[config.mk]
export PLATFORM = sky130hd
export DESIGN_NAME = sw_event_decode
export DESIGN_NICKNAME = d
export VERILOG_FILES = /design/src/rtl/sw_event_pkg.sv /design/src/rtl/sw_tick_gen.sv /design/src/rtl/sw_event_decode.sv
export SDC_FILE = /design/constraint.sdc
export NUM_CORES = 1
export LEC_CHECK = 0
export BUFFER_PORTS_ARGS = -buffer_cell sky130_fd_sc_hd__buf_2
export CAP_MARGIN = 25
export CORE_MARGIN = 2
export CORE_UTILIZATION = 25
export DETAILED_ROUTE_END_ITERATION = 8
export GPL_ROUTABILITY_DRIVEN = 0
export HOLD_SLACK_MARGIN = 0.03
export PLACE_DENSITY = 0.41
export RECOVER_POWER = 50
export SYNTH_ARGS = -nofsm -noshare
export SYNTH_HDL_FRONTEND = slang
export SYNTH_SLANG_ARGS = --single-unit
[constraint.sdc]
create_clock -name CLK -period 2 [get_ports CLK]
set_clock_uncertainty 0.05 [all_clocks]
set_input_delay 0.1 -clock CLK [delete_from_list [all_inputs] [get_ports CLK]]
set_output_delay 0.1 -clock CLK [all_outputs]
set_load 0.1 [all_outputs]
[src/rtl/sw_event_pkg.sv]
// Shared types and defaults for the switch event decoder.
package sw_event_pkg;

  typedef enum logic [2:0] {
    IDLE,
    DOWN,
    LONG_HELD,
    WAIT_2ND,
    DOWN2
  } state_t;

  localparam int TICK_DIV_DEF     = 50000;
  localparam int LONG_TICKS_DEF   = 1000;
  localparam int DCLICK_TICKS_DEF = 300;

  function automatic int max_int(input int a, input int b);
    return (a > b) ? a : b;
  endfunction

endpackage

[src/rtl/sw_tick_gen.sv]
// Timing prescaler: one TICK per TICK_DIV cycles, restartable so durations
// are always measured from the most recent switch edge.
module sw_tick_gen
  import sw_event_pkg::*;
#(
  parameter int TICK_DIV = TICK_DIV_DEF
) (
  input  logic CLK,
  input  logic RESET,
  input  logic RESTART,
  output logic TICK
);

  localparam int PW = (TICK_DIV > 2) ? $clog2(TICK_DIV) : 1;
  localparam logic [PW-1:0] LAST = PW'(TICK_DIV - 1);

  logic [PW-1:0] pre;

  always_ff @(posedge CLK) begin
    if (!RESET) begin
      pre <= '0;
    end else if (RESTART || pre == LAST) begin
      pre <= '0;
    end else begin
      pre <= pre + 1'b1;
    end
  end

  // An edge restarts the measurement, so it also suppresses a coincident tick.
  assign TICK = (pre == LAST) && !RESTART;

endmodule

[src/rtl/sw_event_decode.sv]
// Turns a debounced switch level into single-cycle PRESS/RELEASE/SHORT/LONG
// events and a HOLD level; define DOUBLE_CLICK_EN to add double-click detection.
module sw_event_decode
  import sw_event_pkg::*;
#(
  parameter int TICK_DIV     = TICK_DIV_DEF,
  parameter int LONG_TICKS   = LONG_TICKS_DEF,
  parameter int DCLICK_TICKS = DCLICK_TICKS_DEF
) (
  input  logic CLK,
  input  logic RESET,
  input  logic SW_IN,
  output logic PRESS,
  output logic RELEASE,
  output logic SHORT,
  output logic LONG,
  output logic DOUBLE,
  output logic HOLD
);

  localparam int CW = $clog2(max_int(LONG_TICKS, DCLICK_TICKS) + 1);
  localparam logic [CW-1:0] CNT_MAX = '1;
  localparam logic [CW-1:0] LONG_LAST = CW'(LONG_TICKS - 1);

  state_t        state;
  logic          sw_d;
  logic [CW-1:0] cnt;
  logic          rise;
  logic          fall;
  logic          edge_any;
  logic          tick;

  assign rise     = SW_IN & ~sw_d;
  assign fall     = ~SW_IN & sw_d;
  assign edge_any = rise | fall;

  sw_tick_gen #(
    .TICK_DIV(TICK_DIV)
  ) u_tick (
    .CLK    (CLK),
    .RESET  (RESET),
    .RESTART(edge_any),
    .TICK   (tick)
  );

`ifdef DOUBLE_CLICK_EN
  localparam logic [CW-1:0] DCLICK_LAST = CW'(DCLICK_TICKS - 1);
`else
  assign DOUBLE = 1'b0;
`endif

  always_ff @(posedge CLK) begin
    if (!RESET) begin
      // Loading 1 keeps a key held through reset from looking like a new press.
      sw_d    <= 1'b1;
      cnt     <= '0;
      state   <= IDLE;
      PRESS   <= 1'b0;
      RELEASE <= 1'b0;
      SHORT   <= 1'b0;
      LONG    <= 1'b0;
      HOLD    <= 1'b0;
`ifdef DOUBLE_CLICK_EN
      DOUBLE  <= 1'b0;
`endif
    end else begin
      sw_d    <= SW_IN;
      PRESS   <= 1'b0;
      RELEASE <= 1'b0;
      SHORT   <= 1'b0;
      LONG    <= 1'b0;
`ifdef DOUBLE_CLICK_EN
      DOUBLE  <= 1'b0;
`endif
      if (edge_any) begin
        cnt <= '0;
      end else if (tick && cnt != CNT_MAX) begin
        cnt <= cnt + 1'b1;
      end

      case (state)
        IDLE: begin
          if (rise) begin
            PRESS <= 1'b1;
            state <= DOWN;
          end
        end
        DOWN: begin
          if (fall) begin
            RELEASE <= 1'b1;
`ifdef DOUBLE_CLICK_EN
            state   <= WAIT_2ND;
`else
            SHORT   <= 1'b1;
            state   <= IDLE;
`endif
          end else if (tick && cnt == LONG_LAST) begin
            LONG  <= 1'b1;
            HOLD  <= 1'b1;
            state <= LONG_HELD;
          end
        end
        LONG_HELD: begin
          if (fall) begin
            RELEASE <= 1'b1;
            HOLD    <= 1'b0;
            state   <= IDLE;
          end
        end
`ifdef DOUBLE_CLICK_EN
        WAIT_2ND: begin
          // A rise on the expiry cycle still counts as the second click.
          if (rise) begin
            PRESS  <= 1'b1;
            DOUBLE <= 1'b1;
            state  <= DOWN2;
          end else if (tick && cnt == DCLICK_LAST) begin
            SHORT <= 1'b1;
            state <= IDLE;
          end
        end
        DOWN2: begin
          if (fall) begin
            RELEASE <= 1'b1;
            state   <= IDLE;
          end
        end
`endif
        default: state <= IDLE;
      endcase
    end
  end

endmodule
# Word-level counts from Yosys, hierarchy flattened

Cells that the tools add are included.
Widths: inputs -> output; s select.

Register bits after elaboration: 35
Input port bits: 3
Word-level logic and storage cells: 56

$add $sub $neg: 2
Eq/ne operators: 10
Muxes and demuxes: 12
Bitwise operators: 7
Reduce and logical (&&, ||, !) cells: 16

Operators with widths:

| cell                  | count |
|---|---|
| $add 16x1->16 const B | 1 |
| $eq 16x16->1 const B  | 1 |
| $mux 3                | 4 |
| $add 10x1->10 const B | 1 |
| $eq 10x10->1 const B  | 1 |
| $ne 10x10->1 const B  | 1 |
| $pmux 3 s3            | 1 |
| $ne 2x2->1 const B    | 4 |
| $mux 1                | 6 |
| $reduce_and 2->1      | 3 |
| $reduce_or 2->1       | 3 |
| $not 1->1             | 4 |
| $reduce_and 4->1      | 1 |
| $eq 3x1->1 const B    | 1 |
| $eq 3x2->1 const B    | 1 |
| $logic_and 1x1->1     | 3 |
| $logic_not 3->1       | 1 |
| $ne 3x3->1 const B    | 1 |
| $reduce_and 3->1      | 1 |
| $reduce_or 3->1       | 1 |
| $and 1x1->1           | 2 |
| $pmux 1 s2            | 1 |
| $reduce_bool 2->1     | 1 |
| $logic_not 1->1       | 1 |
| other kinds (2)       | 2 |

# Longest topological paths before layout

Gate-level depths: netlist (run 1).

Depth in word-level cells: 9
Mapped depth: 7

# Cells and area by module

A second synthesis (run 1) with hierarchy kept.

Cells, all modules: 193
Area total of the unflattened synthesis: 1796.7 um2

Modules (own cells, without submodules):

| module          | times used | cells an instance | area an instance (um2) | seq. area each (um2) |
|---|---|---|---|---|
| sw_event_decode | 1          | 112               | 1026.0                 | 360.3 |
| sw_tick_gen     | 1          | 81                | 770.7                  | 320.3 |

# Least setup slack after synthesis (run 1)

OpenSTA, ideal clock, no wires.

Path type: register -> register
Start: register u_tick.pre[10]
End: register cnt[9]
Library setup time: 0.116 ns
Data arrival time: 1.660 ns
Required time: 1.834 ns
Path slack: 0.174 ns
Cell stages (with the launch flop): 6
Path buffers: 0
Clock period less this slack: 1.826 ns
Cell sequence: dfxtp_1 -> or4b_4 -> nand4b_4 -> nor4_4 -> a31oi_1 -> a41o_1

Word-level cells in the longest chain between the ends: 3

Ends and longest elaborated chain:

| item                   | line                  | text |
|---|---|---|
| from (decl)            | sw_tick_gen.sv:17     | `logic [PW-1:0] pre;` |
| from (signal assigned) | sw_tick_gen.sv:25     | `pre <= pre + 1'b1;` |
| $eq 16x16->1           | sw_tick_gen.sv:30     | `assign TICK = (pre == LAST) && !RESTART;` |
| $logic_and 1x1->1      | sw_tick_gen.sv:30     |  |
| $logic_and 1x1->1      | sw_event_decode.sv:77 | `end else if (tick && cnt != CNT_MAX) begin` |
| to (signal assigned)   | sw_event_decode.sv:78 | `cnt <= cnt + 1'b1;` |
| to (decl)              | sw_event_decode.sv:27 | `logic [CW-1:0] cnt;` |

Every way passes these cells.
A chain may end at the register's enable or synchronous reset.

# Worst setup path after layout (run 1)

Start: register u_tick.pre[7]
End: register cnt[9]

The elaborated chain is that of the path after synthesis.

==> results of run 1 <==
## cells in the mapped netlist (all sizes together)
master	number	area, µm²
dfxtp	34	681
nor2	30	113
xnor2	18	158
nand2	12	45.0
inv	10	37.5
nand3	9	45.0
ha	7	87.6
a21oi	5	25.0
nand4	5	31.3
nor3	5	25.0
nor4	5	46.3
and3	4	25.0
o21ai	4	20.0
and4	3	27.5
and2b	2	17.5
and4bb	2	25.0
buf	2	12.5
clkbuf	2	7.51
nor2b	2	12.5
or3	2	12.5
xor2	2	17.5
a311oi	1	8.76
a31o	1	8.76
a31oi	1	6.26
a41o	1	10.0
conb	1	3.75
mux2i	1	10.0
nand2b	1	6.26
nand4b	1	23.8
nor3b	1	7.51
o221a	1	11.3
o22ai	1	6.26
or4b	1	13.8
## sequential cells by signal, summed over array words and instances, names as in the netlist
| signal | flops |
|---|---|
| HOLD | 1 |
| LONG | 1 |
| PRESS | 1 |
| RELEASE | 1 |
| SHORT | 1 |
| cnt | 10 |
| state | 2 |
| sw_d | 1 |
| u_tick.pre | 16 |
## critical path, cell delays in order, from the launching register on
cell and delay, ns:
dfxtp_1 0.34, or4b_4 0.52, nand4b_4 0.28, nor4_4 0.25, a31oi_1 0.12, a41o_1 0.20
## how the worst min path moves through the flow
stage	slack (ns)	end	cells after the start
detailed placement	0.28	sw_d	3
global route	0.11	LONG	3
finish	0.09	LONG	3
floorplan	0.16	sw_d	2
CTS	0.08	LONG	3
global placement	0.28	sw_d	3
## cell usage in the layout, fill, tap and decap left out, types with 2 or more instances in the layout
| cell | Yosys | final |
|---|---|---|
| dfxtp_1 | 34 | 34 |
| nor2_1 | 30 | 30 |
| xnor2_1 | 18 | 18 |
| nand2_1 | 12 | 12 |
| buf_4 | 1 | 11 |
| inv_1 | 10 | 10 |
| nand3_1 | 9 | 9 |
| clkbuf_1 | 2 | 8 |
| ha_1 | 7 | 7 |
| clkbuf_8 | 0 | 6 |
| nand4_1 | 5 | 5 |
| nor3_1 | 5 | 5 |
| a21oi_1 | 5 | 5 |
| and3_1 | 4 | 4 |
| nor4_1 | 4 | 4 |
| o21ai_0 | 4 | 4 |
| and4bb_2 | 2 | 2 |
| and2b_2 | 2 | 2 |
| and4_1 | 2 | 2 |
| xor2_1 | 2 | 2 |
| nor2b_1 | 2 | 2 |
| or3_1 | 2 | 2 |
| dlygate4sd3_1 | 0 | 2 |
## final cells by class
cell class                 count  area, µm²  area share
inverter                      10       37.5      0.0199
clock inverter                 1       5.00     0.00265
multi-input combinational    129        850       0.450
sequential                    34        681       0.360
tap                           77       96.3      0.0510
timing repair buffer          21        134      0.0709
clock buffer                   7       86.3      0.0457
## cell families (layout without fill, tap and decap cells)
| group | after synthesis | after routing | share of synthesized area |
|---|---|---|---|
| compound gates | 15 | 15 | 0.0607 |
| xor+xnor | 20 | 20 | 0.110 |
| fa+ha+maj | 7 | 7 | 0.0552 |
| buf+inv | 14 | 39 | 0.0363 |
| flops | 34 | 34 | 0.429 |
| mux | 1 | 1 | 0.00630 |
| other cells | 1 | 1 | 0.00236 |
| simple gates | 85 | 85 | 0.300 |
## power breakdown
part / total (mW) / internal [mW] / switching (mW)
Sequential: 0.699 / 0.691 / 0.00812
Combinational: 0.130 / 0.0364 / 0.0940
Clock: 0.521 / 0.278 / 0.244
Total: 1.35 / 1.00 / 0.346
## repair_timing
item,4_1_cts,5_1_grt
hold buffers,2,0
endpoints found under the setup margin,0,1
hold endpoints to repair,1,0
## stage by stage
stage | cells | total power, mW | cell area, µm² | worst slack, ns | hold WS (ns)
2_1_floorplan | 177 | 0.818 | 1590 | 0.174 | 0.159
3_3_place_gp | 269 | 0.845 | 1790 | 0.0783 | 0.280
3_5_place_dp | 269 | 0.845 | 1790 | 0.0421 | 0.284
4_1_cts | 279 | 1.37 | 1900 | 0.0255 | 0.0843
5_1_grt | 279 | 1.42 | 1890 | 0.00384 | 0.109
6_report | 279 | 1.35 | 1890 | 0.118 | 0.0885
## routing by layer
metal,share of wire,vias to the layer above
li1,-,652
met1,0.52,544
met2,0.42,18
met3,0.040,6
met4,0.020,0
met5,0,-
==> flow_metrics.py, run 1 <==
metrics = {
    "grt": {
        "grt_pass1_wl_mm": 5.34,
        "grt.total_usage": 0.0962,
        "grt_pass1_vias": 1168,
        "overflow": 0,
        "met1_usage": 0.125,
        "met3_usage": 0.0366,
        "grt_start_max_net_pins": 16,
        "met2_usage": 0.137,
        "antenna_found_initial": 0,
        "busiest_layer": "met2",
    },
    "worst_setup_path": {
        "cp_max_fo": 10,
        "r2r_cells": 5,
        "critPathRequiredTime_ns": 2.13,
        "worstSetupStartpoint": "u_tick.pre[7]",
        "end_kind": "flop",
        "crit_end": "cnt[9]",
        "rr_startpoint": "u_tick.pre[7]",
        "critPathArrivalTime_ns": 2.01,
        "critical_path_class": "reg2reg",
        "cp-start-kind": "flop",
        "r2r_end": "cnt[9]",
        "r2r_setup_slack_ns": 0.12,
    },
    "floorplan": {
        "ios": 9,
        "die_area_um2": 7000,
        "die_w_um": 83.7,
        "die_y_um": 83.7,
        "initial_core_util": 0.254,
        "row_count": 29,
        "core_area_um2": 6240,
    },
    "worst_hold_path": {
        "worstHoldPathType": "in2reg",
        "hp-start": "RESET",
    },
    "clock_network": {
        "path_clk_slew_ns": 0.07,
        "cts_setup_buffers": 0,
        "cts_max_path_buffers": 2,
        "cts_buffers": 5,
        "cts.repair.resized": 0,
        "tritoncts": "built",
        "clock_latency_ns": 0.28,
        "clock_sinks": 34,
        "cts_root_buf": "clkbuf_8",
        "ctsHtreeMaxLevel": 2,
    },
    "sta": {
        "slew_violations": 0,
        "period_share": 0.941,
        "hold_viol": 0,
        "slew_headroom": 0.232,
        "rsz0062_at_grt": "no",
        "tns_ns": 0,
        "period_needed_ns": 1.88,
        "setup_viol": 0,
        "max_clock_freq_ghz": 0.531,
        "tightest_slew_ns": 1.16,
    },
    "layout": {
        "utilization": 0.303,
        "diodes": 0,
        "nets": 211,
        "area_growth_pct": 19.0,
        "drive_above_1_share": 0.144,
        "fillers": 667,
    },
    "placement": {
        "numPortBuffers": 7,
        "hpwl_mm": 2.15,
    },
    "status": {
        "status": "finished, final reports clean",
    },
    "synthesis": {
        "yosysWarnings": 0,
        "syn_inst": 177,
        "syn_area_um2": 1590,
        "synth_cell_type_count": 36,
        "syn_area_per_cell_um2": 8.97,
        "ys_ff_latch": 34,
        "synth_nets": 187,
        "ys_seq_area_frac": 0.429,
    },
    "power": {
        "peakVddDrop_mv": 0.270,
        "powerDensity_nw_per_um2": 715,
        "leakage_nw": 0.687,
    },
    "route": {
        "routed_wl_mm": 2.99,
        "firstDrtPassIters": 4,
        "wire_per_inst_um": 10.7,
        "viasPerCell": 4.37,
        "drt_iter0_markers": 25,
        "route.detailed.drc": 0,
        "ant_nets": 0,
        "dr_total_vias": 1220,
    },
    "flow_run": {
        "maxCapViolCount": 0,
    },
}
No activity file was read; power rests on OpenSTA's default activity.
==> run 2, diff against run 1 <==
Settings changed: CELL_PAD_IN_SITES_DETAIL_PLACEMENT from default to 0, CELL_PAD_IN_SITES_GLOBAL_PLACEMENT from default to 1, HOLD_SLACK_MARGIN 0.03 to 0.15, PLACE_DENSITY 0.41 to 0.49, SYNTH_HIERARCHICAL from default to 1.
==> flow_metrics.py, run 2 <==
metrics = {
    "status": {
        "status": "finished, final reports clean",
    },
    "power": {
        "peakVddDrop_mv": 0.240,
        "sw_frac_of_total": 0.247,
        "intPower_uw": 945,
        "seq_power_share": 0.547,
        "pwr-share-comb": 0.069,
        "finalPower_mw": 1.25,
        "p_switching_uw": 310,
        "clock_power_share": 0.383,
        "powerDensity_nw_per_um2": 564,
        "leakage_nw": 0.771,
    },
    "layout": {
        "layout_commonest_cell": "dfxtp_1",
        "top_regs": "u_tick/pre (16), cnt (10), state (2)",
        "area_growth_pct": 23.9,
        "nets": 237,
        "largest-register": "u_tick/pre",
        "largest_reg_flops": 16,
        "drive_above_1_share": 0.260,
        "diodes": 0,
        "final_cell_mix": "dfxtp_1, buf_4, nor2_1, nand2_1, inv_1",
    },
    "route": {
        "firstDrtPassIters": 4,
        "routed_wl_mm": 3.82,
        "drt_iter0_markers": 29,
        "ant_nets": 0,
        "route.detailed.drc": 0,
        "viasPerCell": 4.42,
        "wire_per_inst_um": 11.8,
        "dr_total_vias": 1427,
    },
    "grt": {
        "antenna_found_initial": 0,
        "met2_usage": 0.176,
        "met3_usage": 0.0308,
        "grt_pass1_vias": 1340,
        "overflow": 0,
        "grt_start_max_net_pins": 17,
        "grt_pass1_wl_mm": 6.33,
        "met1_usage": 0.131,
        "grt.total_usage": 0.105,
        "busiest_layer": "met2",
    },
    "synthesis": {
        "ys.flop_type": "dfxtp_1",
        "syn_area_um2": 1800,
        "yosysWarnings": 6,
        "synth_edf_count": 0,
        "synth_cell_type_count": 48,
        "synth.area.top_cells": "dfxtp_1, xnor2_1, ha_1",
        "syn_area_per_cell_um2": 9.31,
        "ys_seq_area_frac": 0.379,
        "synthArstFlopShare": 0,
        "ys_ff_latch": 34,
        "yosysMostFrequentCell": "dfxtp_1",
        "synth_common_cells": "dfxtp_1, nor2_1, nand2_1, inv_1, xnor2_1",
        "synth_top_area_frac": 0.379,
        "syn_inst": 193,
        "yosys.area.top_type": "dfxtp_1",
        "synth_nets": 203,
    },
    "clock_network": {
        "clock_latency_ns": 0.28,
        "cts_max_path_buffers": 2,
        "ctsHtreeMaxLevel": 2,
        "cts_buffers": 5,
        "cts_root_buf": "clkbuf_8",
        "clock_sinks": 34,
        "path_clk_slew_ns": 0.07,
        "tritoncts": "built",
    },
    "floorplan": {
        "ios": 9,
        "die_w_um": 88.8,
        "die_area_um2": 7880,
        "initial_core_util": 0.262,
        "die_y_um": 88.8,
        "core_area_um2": 6870,
        "row_count": 30,
    },
    "worst_setup_path": {
        "end_kind": "flop",
        "critPathRequiredTime_ns": 2.11,
        "critPathArrivalTime_ns": 1.99,
        "cp-start-kind": "flop",
        "critical_path_class": "reg2reg",
        "cp_max_fo": 3,
    },
    "worst_hold_path": {
        "worstHoldPathType": "reg2reg",
    },
    "sta": {
        "slew_headroom": 0.228,
        "max_clock_freq_ghz": 0.533,
        "setup_viol": 0,
        "tightest_slew_ns": 1.16,
        "slew_violations": 0,
        "rsz0062_at_grt": "no",
        "tns_ns": 0,
        "hold_viol": 0,
        "period_needed_ns": 1.88,
        "period_share": 0.938,
    },
    "flow_run": {
        "maxCapViolCount": 0,
    },
    "placement": {
        "numPortBuffers": 7,
        "hpwl_mm": 2.75,
    },
}
## run 2: cell count changes after synthesis, moves of 4 or more
cell	delta
a31oi_1	+4
nor4_2	+5
nor2_1	-9
xnor2_1	-7
## run 2: repair_timing
item / CTS / global route
resized for setup: 1 / 10
endpoints found under the setup margin: 1 / 9
hold endpoints to repair: 2 / 0
buffers inserted: 0 / 1
pin swaps: 0 / 5
hold buffers: 3 / 0
## run 2: worst max-delay path, stage by stage (launching register included)
cell	delay (ns)
dfxtp_2	0.33
ha_2	0.17
and3_4	0.20
nand4_1	0.18
nor2_4	0.22
nand4_4	0.15
buf_4	0.18
a211oi_1	0.20
nor3_1	0.08
## run 2: final timing paths
check	startpoint	end	slack, ns	depth (start not counted)
max	u_tick/pre[0]	cnt[5]	0.12	8
min	HOLD	HOLD	0.45	2
max reg2reg	u_tick/pre[0]	cnt[5]	0.12	8
min reg2reg	HOLD	HOLD	0.45	2
## run 2: through the flow
step | instances | area (µm²) | setup slack (ns) | hold WS (ns) | util
6_report | 323 | 2230 | 0.125 | 0.451 | 0.324
5_1_grt | 323 | 2230 | 0.000183 | 0.472 | 0.324
4_1_cts | 322 | 2190 | 0.000526 | 0.454 | 0.319
3_5_place_dp | 312 | 2080 | 0.00593 | 0.270 | 0.303
3_3_place_gp | 312 | 2080 | 0.0675 | 0.265 | 0.303
2_1_floorplan | 193 | 1800 | 0.0142 | 0.150 | -
## run 2: layer usage
layer  up-vias  share of wire
met5         -              0
met4         0         0.0097
met3         5          0.026
met2        10           0.49
met1       660           0.48
li1        752              -
## run 2: kinds of logic after synthesis
logic type,Yosys count,synth area share
AND/OR/NAND/NOR,89,0.315
flip-flops,34,0.379
AO/OA/AOI/OAI,27,0.121
buffers and inverters,18,0.0480
XOR/XNOR,13,0.0634
adder cells (fa/ha/maj),7,0.0487
multiplexers,4,0.0223
other,1,0.00209
## run 2: power by group through the flow
stage	Clock, mW	Combinational, mW	Sequential, mW
final	0.481	0.0872	0.687
after global routing	0.541	0.0976	0.687
after CTS	0.517	0.0898	0.686
after detailed placement	0	0.0840	0.702
after global placement	0	0.0849	0.702
after floorplan	0	0.0558	0.712
## run 2: cell type report
class	instances	area (µm²)
Multi-Input combinational cell	141	1070
Clock inverter	2	10.0
Clock buffer	5	68.8
Fill cell	714	4640
Sequential cell	34	683
Inverter	12	45.0
Tap cell	96	120
Timing Repair Buffer	33	233
==> run 3, diff against run 2 <==
Settings changed: ABC_AREA from default to 1, PLACE_DENSITY 0.49 to 0.52.
==> flow_metrics.py, run 3 <==
metrics = {
    "layout": {
        "drive_above_1_share": 0.105,
        "largest_reg_flops": 16,
        "top_regs": "u_tick/pre (16), cnt (10), state (2)",
        "regArea_um2": 683,
        "nets": 295,
        "final_cell_count_no_fill": 385,
        "fillers": 820,
        "largest-register": "u_tick/pre",
        "diodes": 0,
        "layout_commonest_cell": "nand2_1",
        "area_growth_pct": 14.9,
        "final_cell_mix": "nand2_1, nor2_1, inv_1, dfxtp_1, nand3_1",
        "utilization": 0.294,
        "multiInputGateArea_um2": 977,
    },
    "synthesis": {
        "synth_simple_gate_area_frac": 0.390,
        "synth_top_area_frac": 0.371,
        "synth_nets": 279,
        "synth_compound_area_frac": 0.0389,
        "synthMuxAreaShare": 0,
        "ys.flop_type": "dfxtp_1",
        "synth_edf_count": 0,
        "yosysWarnings": 6,
        "syn_area_um2": 1840,
        "synth_xor_area_frac": 0.0429,
        "ys_seq_area_frac": 0.371,
        "synth_common_cells": "nand2_1, nor2_1, inv_1, dfxtp_1, nand3_1",
        "syn_inst": 269,
        "synth_cell_type_count": 26,
        "ys_ff_latch": 34,
        "synthAdderAreaFrac": 0.0477,
        "yosys.area.top_type": "dfxtp_1",
        "synth_top_family_by_area": "simple AND/OR/NAND/NOR gates",
        "syn_area_per_cell_um2": 6.82,
        "yosysMostFrequentCell": "nand2_1",
        "synth.area.top_cells": "dfxtp_1, nand2_1, nor2_1",
        "synthArstFlopShare": 0,
    },
    "grt": {
        "grt.total_usage": 0.105,
        "grt_pass1_wl_mm": 6.49,
        "overflow": 0,
        "antenna_found_initial": 0,
        "grt_pass1_vias": 1413,
        "grt_start_max_net_pins": 17,
    },
    "floorplan": {
        "die_w_um": 89.7,
        "initial_core_util": 0.256,
        "die_y_um": 89.7,
        "row_count": 31,
        "ios": 9,
        "die_area_um2": 8040,
        "core_area_um2": 7180,
    },
    "route": {
        "viasPerCell": 4.01,
        "routed_wl_mm": 3.85,
        "route.detailed.drc": 0,
        "firstDrtPassIters": 4,
        "wire_per_inst_um": 10.0,
        "dr_total_vias": 1543,
        "ant_nets": 0,
        "drt_iter0_markers": 33,
    },
    "sta": {
        "tightest_slew_ns": 1.18,
        "slew_violations": 0,
        "period_share": 0.875,
        "finalWorstSetupSlack_ns": 0.249,
        "hold_viol": 0,
        "max_clock_freq_ghz": 0.571,
        "tns_ns": 0,
        "setup_viol": 0,
        "period_needed_ns": 1.75,
        "slew_headroom": 0.216,
        "rsz0062_at_grt": "no",
    },
    "worst_setup_path": {
        "critPathRequiredTime_ns": 2.10,
        "r2r_cells": 13,
        "r2r_setup_slack_ns": 0.34,
        "rr_startpoint": "u_tick/pre[0]",
        "r2r_end": "state[1]",
        "cp-start-kind": "input pin",
        "critPathArrivalTime_ns": 1.85,
        "end_kind": "flop",
        "cp_max_fo": 16,
        "critical_path_class": "in2reg",
    },
    "worst_hold_path": {
        "worstHoldPathType": "reg2reg",
        "hold_path_end": "HOLD",
        "hold-path-cell-count": 2,
        "hp-start": "HOLD",
    },
    "clock_network": {
        "tritoncts": "built",
        "ctsHtreeMaxLevel": 2,
        "cts_setup_buffers": 0,
        "clock_sinks": 34,
        "cts_max_path_buffers": 2,
        "cts_root_buf": "clkbuf_8",
        "path_clk_slew_ns": 0.07,
        "cts_buffers": 5,
        "clock_latency_ns": 0.29,
    },
    "placement": {
        "dp_cells": 374,
        "dpl_worst_slack_ns": 0.142,
        "numPortBuffers": 7,
        "hpwl_mm": 2.87,
    },
    "power": {
        "leakage_nw": 0.777,
        "powerDensity_nw_per_um2": 651,
        "peakVddDrop_mv": 0.335,
        "finalPower_mw": 1.37,
    },
    "flow_run": {
        "maxCapViolCount": 0,
    },
    "status": {
        "status": "finished, final reports clean",
    },
}
run 3: cell count changes in the layout (fill, tap and decap cells not counted), moves of 7 or more:
cell	delta
nand2_1	+49
nor2_1	+31
inv_1	+29
buf_4	-19
nand3_1	+12
xnor2_1	-8
nor4_2	-7
run 3: metal layers:
layer	GRT usage	vias up	wire length, µm
li1	-	856	-
met5	0	-	0
met3	0.0283	5	67
met4	0.0285	0	43
met2	0.172	10	1820
met1	0.135	672	1920
run 3: logic make-up (layout without fill, tap and decap cells):
kind of cell    count (synthesis)  count (layout)
compound gates                 13              13
xor+xnor                        9               9
fa+ha+maj                       7               7
buf+inv                        46              63
flops                          34              34
other cells                     1               1
simple gates                  159             159
run 3: worst max path at each step:
| stage | start | endpoint | slack, ns | depth (start not counted) |
|---|---|---|---|---|
| after floorplan | u_tick/pre[0] | state[1] | 0.18 | 14 |
| after global placement | u_tick/pre[0] | state[1] | 0.16 | 13 |
| after detailed placement | u_tick/pre[0] | state[1] | 0.14 | 13 |
| after CTS | u_tick/pre[0] | state[1] | 0.12 | 13 |
| after global routing | SW_IN | state[1] | 0.01 | 14 |
| final | SW_IN | u_tick/pre[15] | 0.25 | 8 |
run 3: worst max-delay path: stages:
cell,delay (ns)
dlygate4sd3_1,0.52
clkbuf_1,0.12
inv_1,0.06
ha_1,0.31
inv_1,0.12
nor2_1,0.06
nand2_1,0.46
nor2_1,0.10
run 3: final cells by class:
class	count	area share
flip-flops and latches	34	0.324
multi-input cells	189	0.463
repair buffers	12	0.0344
inverters	43	0.0765
clock buffers	7	0.0409
well taps	99	0.0587
clock inverters	1	0.00237
run 3: timing repair:
action | 4_1_cts | 5_1_grt
hold buffers | 3 | 0
endpoints found under the hold margin | 5 | 0
gates resized for setup | 0 | 9
setup endpoints to repair | 0 | 5
run 3: metrics by stage:
stage,hold slack [ns],instance area [µm²]
floorplan,0.119,1840
global placement,0.269,1970
detailed placement,0.273,1970
CTS,0.420,2090
global route,0.451,2110
finish,0.420,2110
run 3: report_power, final:
group          switching, mW  internal, mW
Combinational         0.0989        0.0414
Clock                  0.256         0.278
Sequential           0.00927         0.691
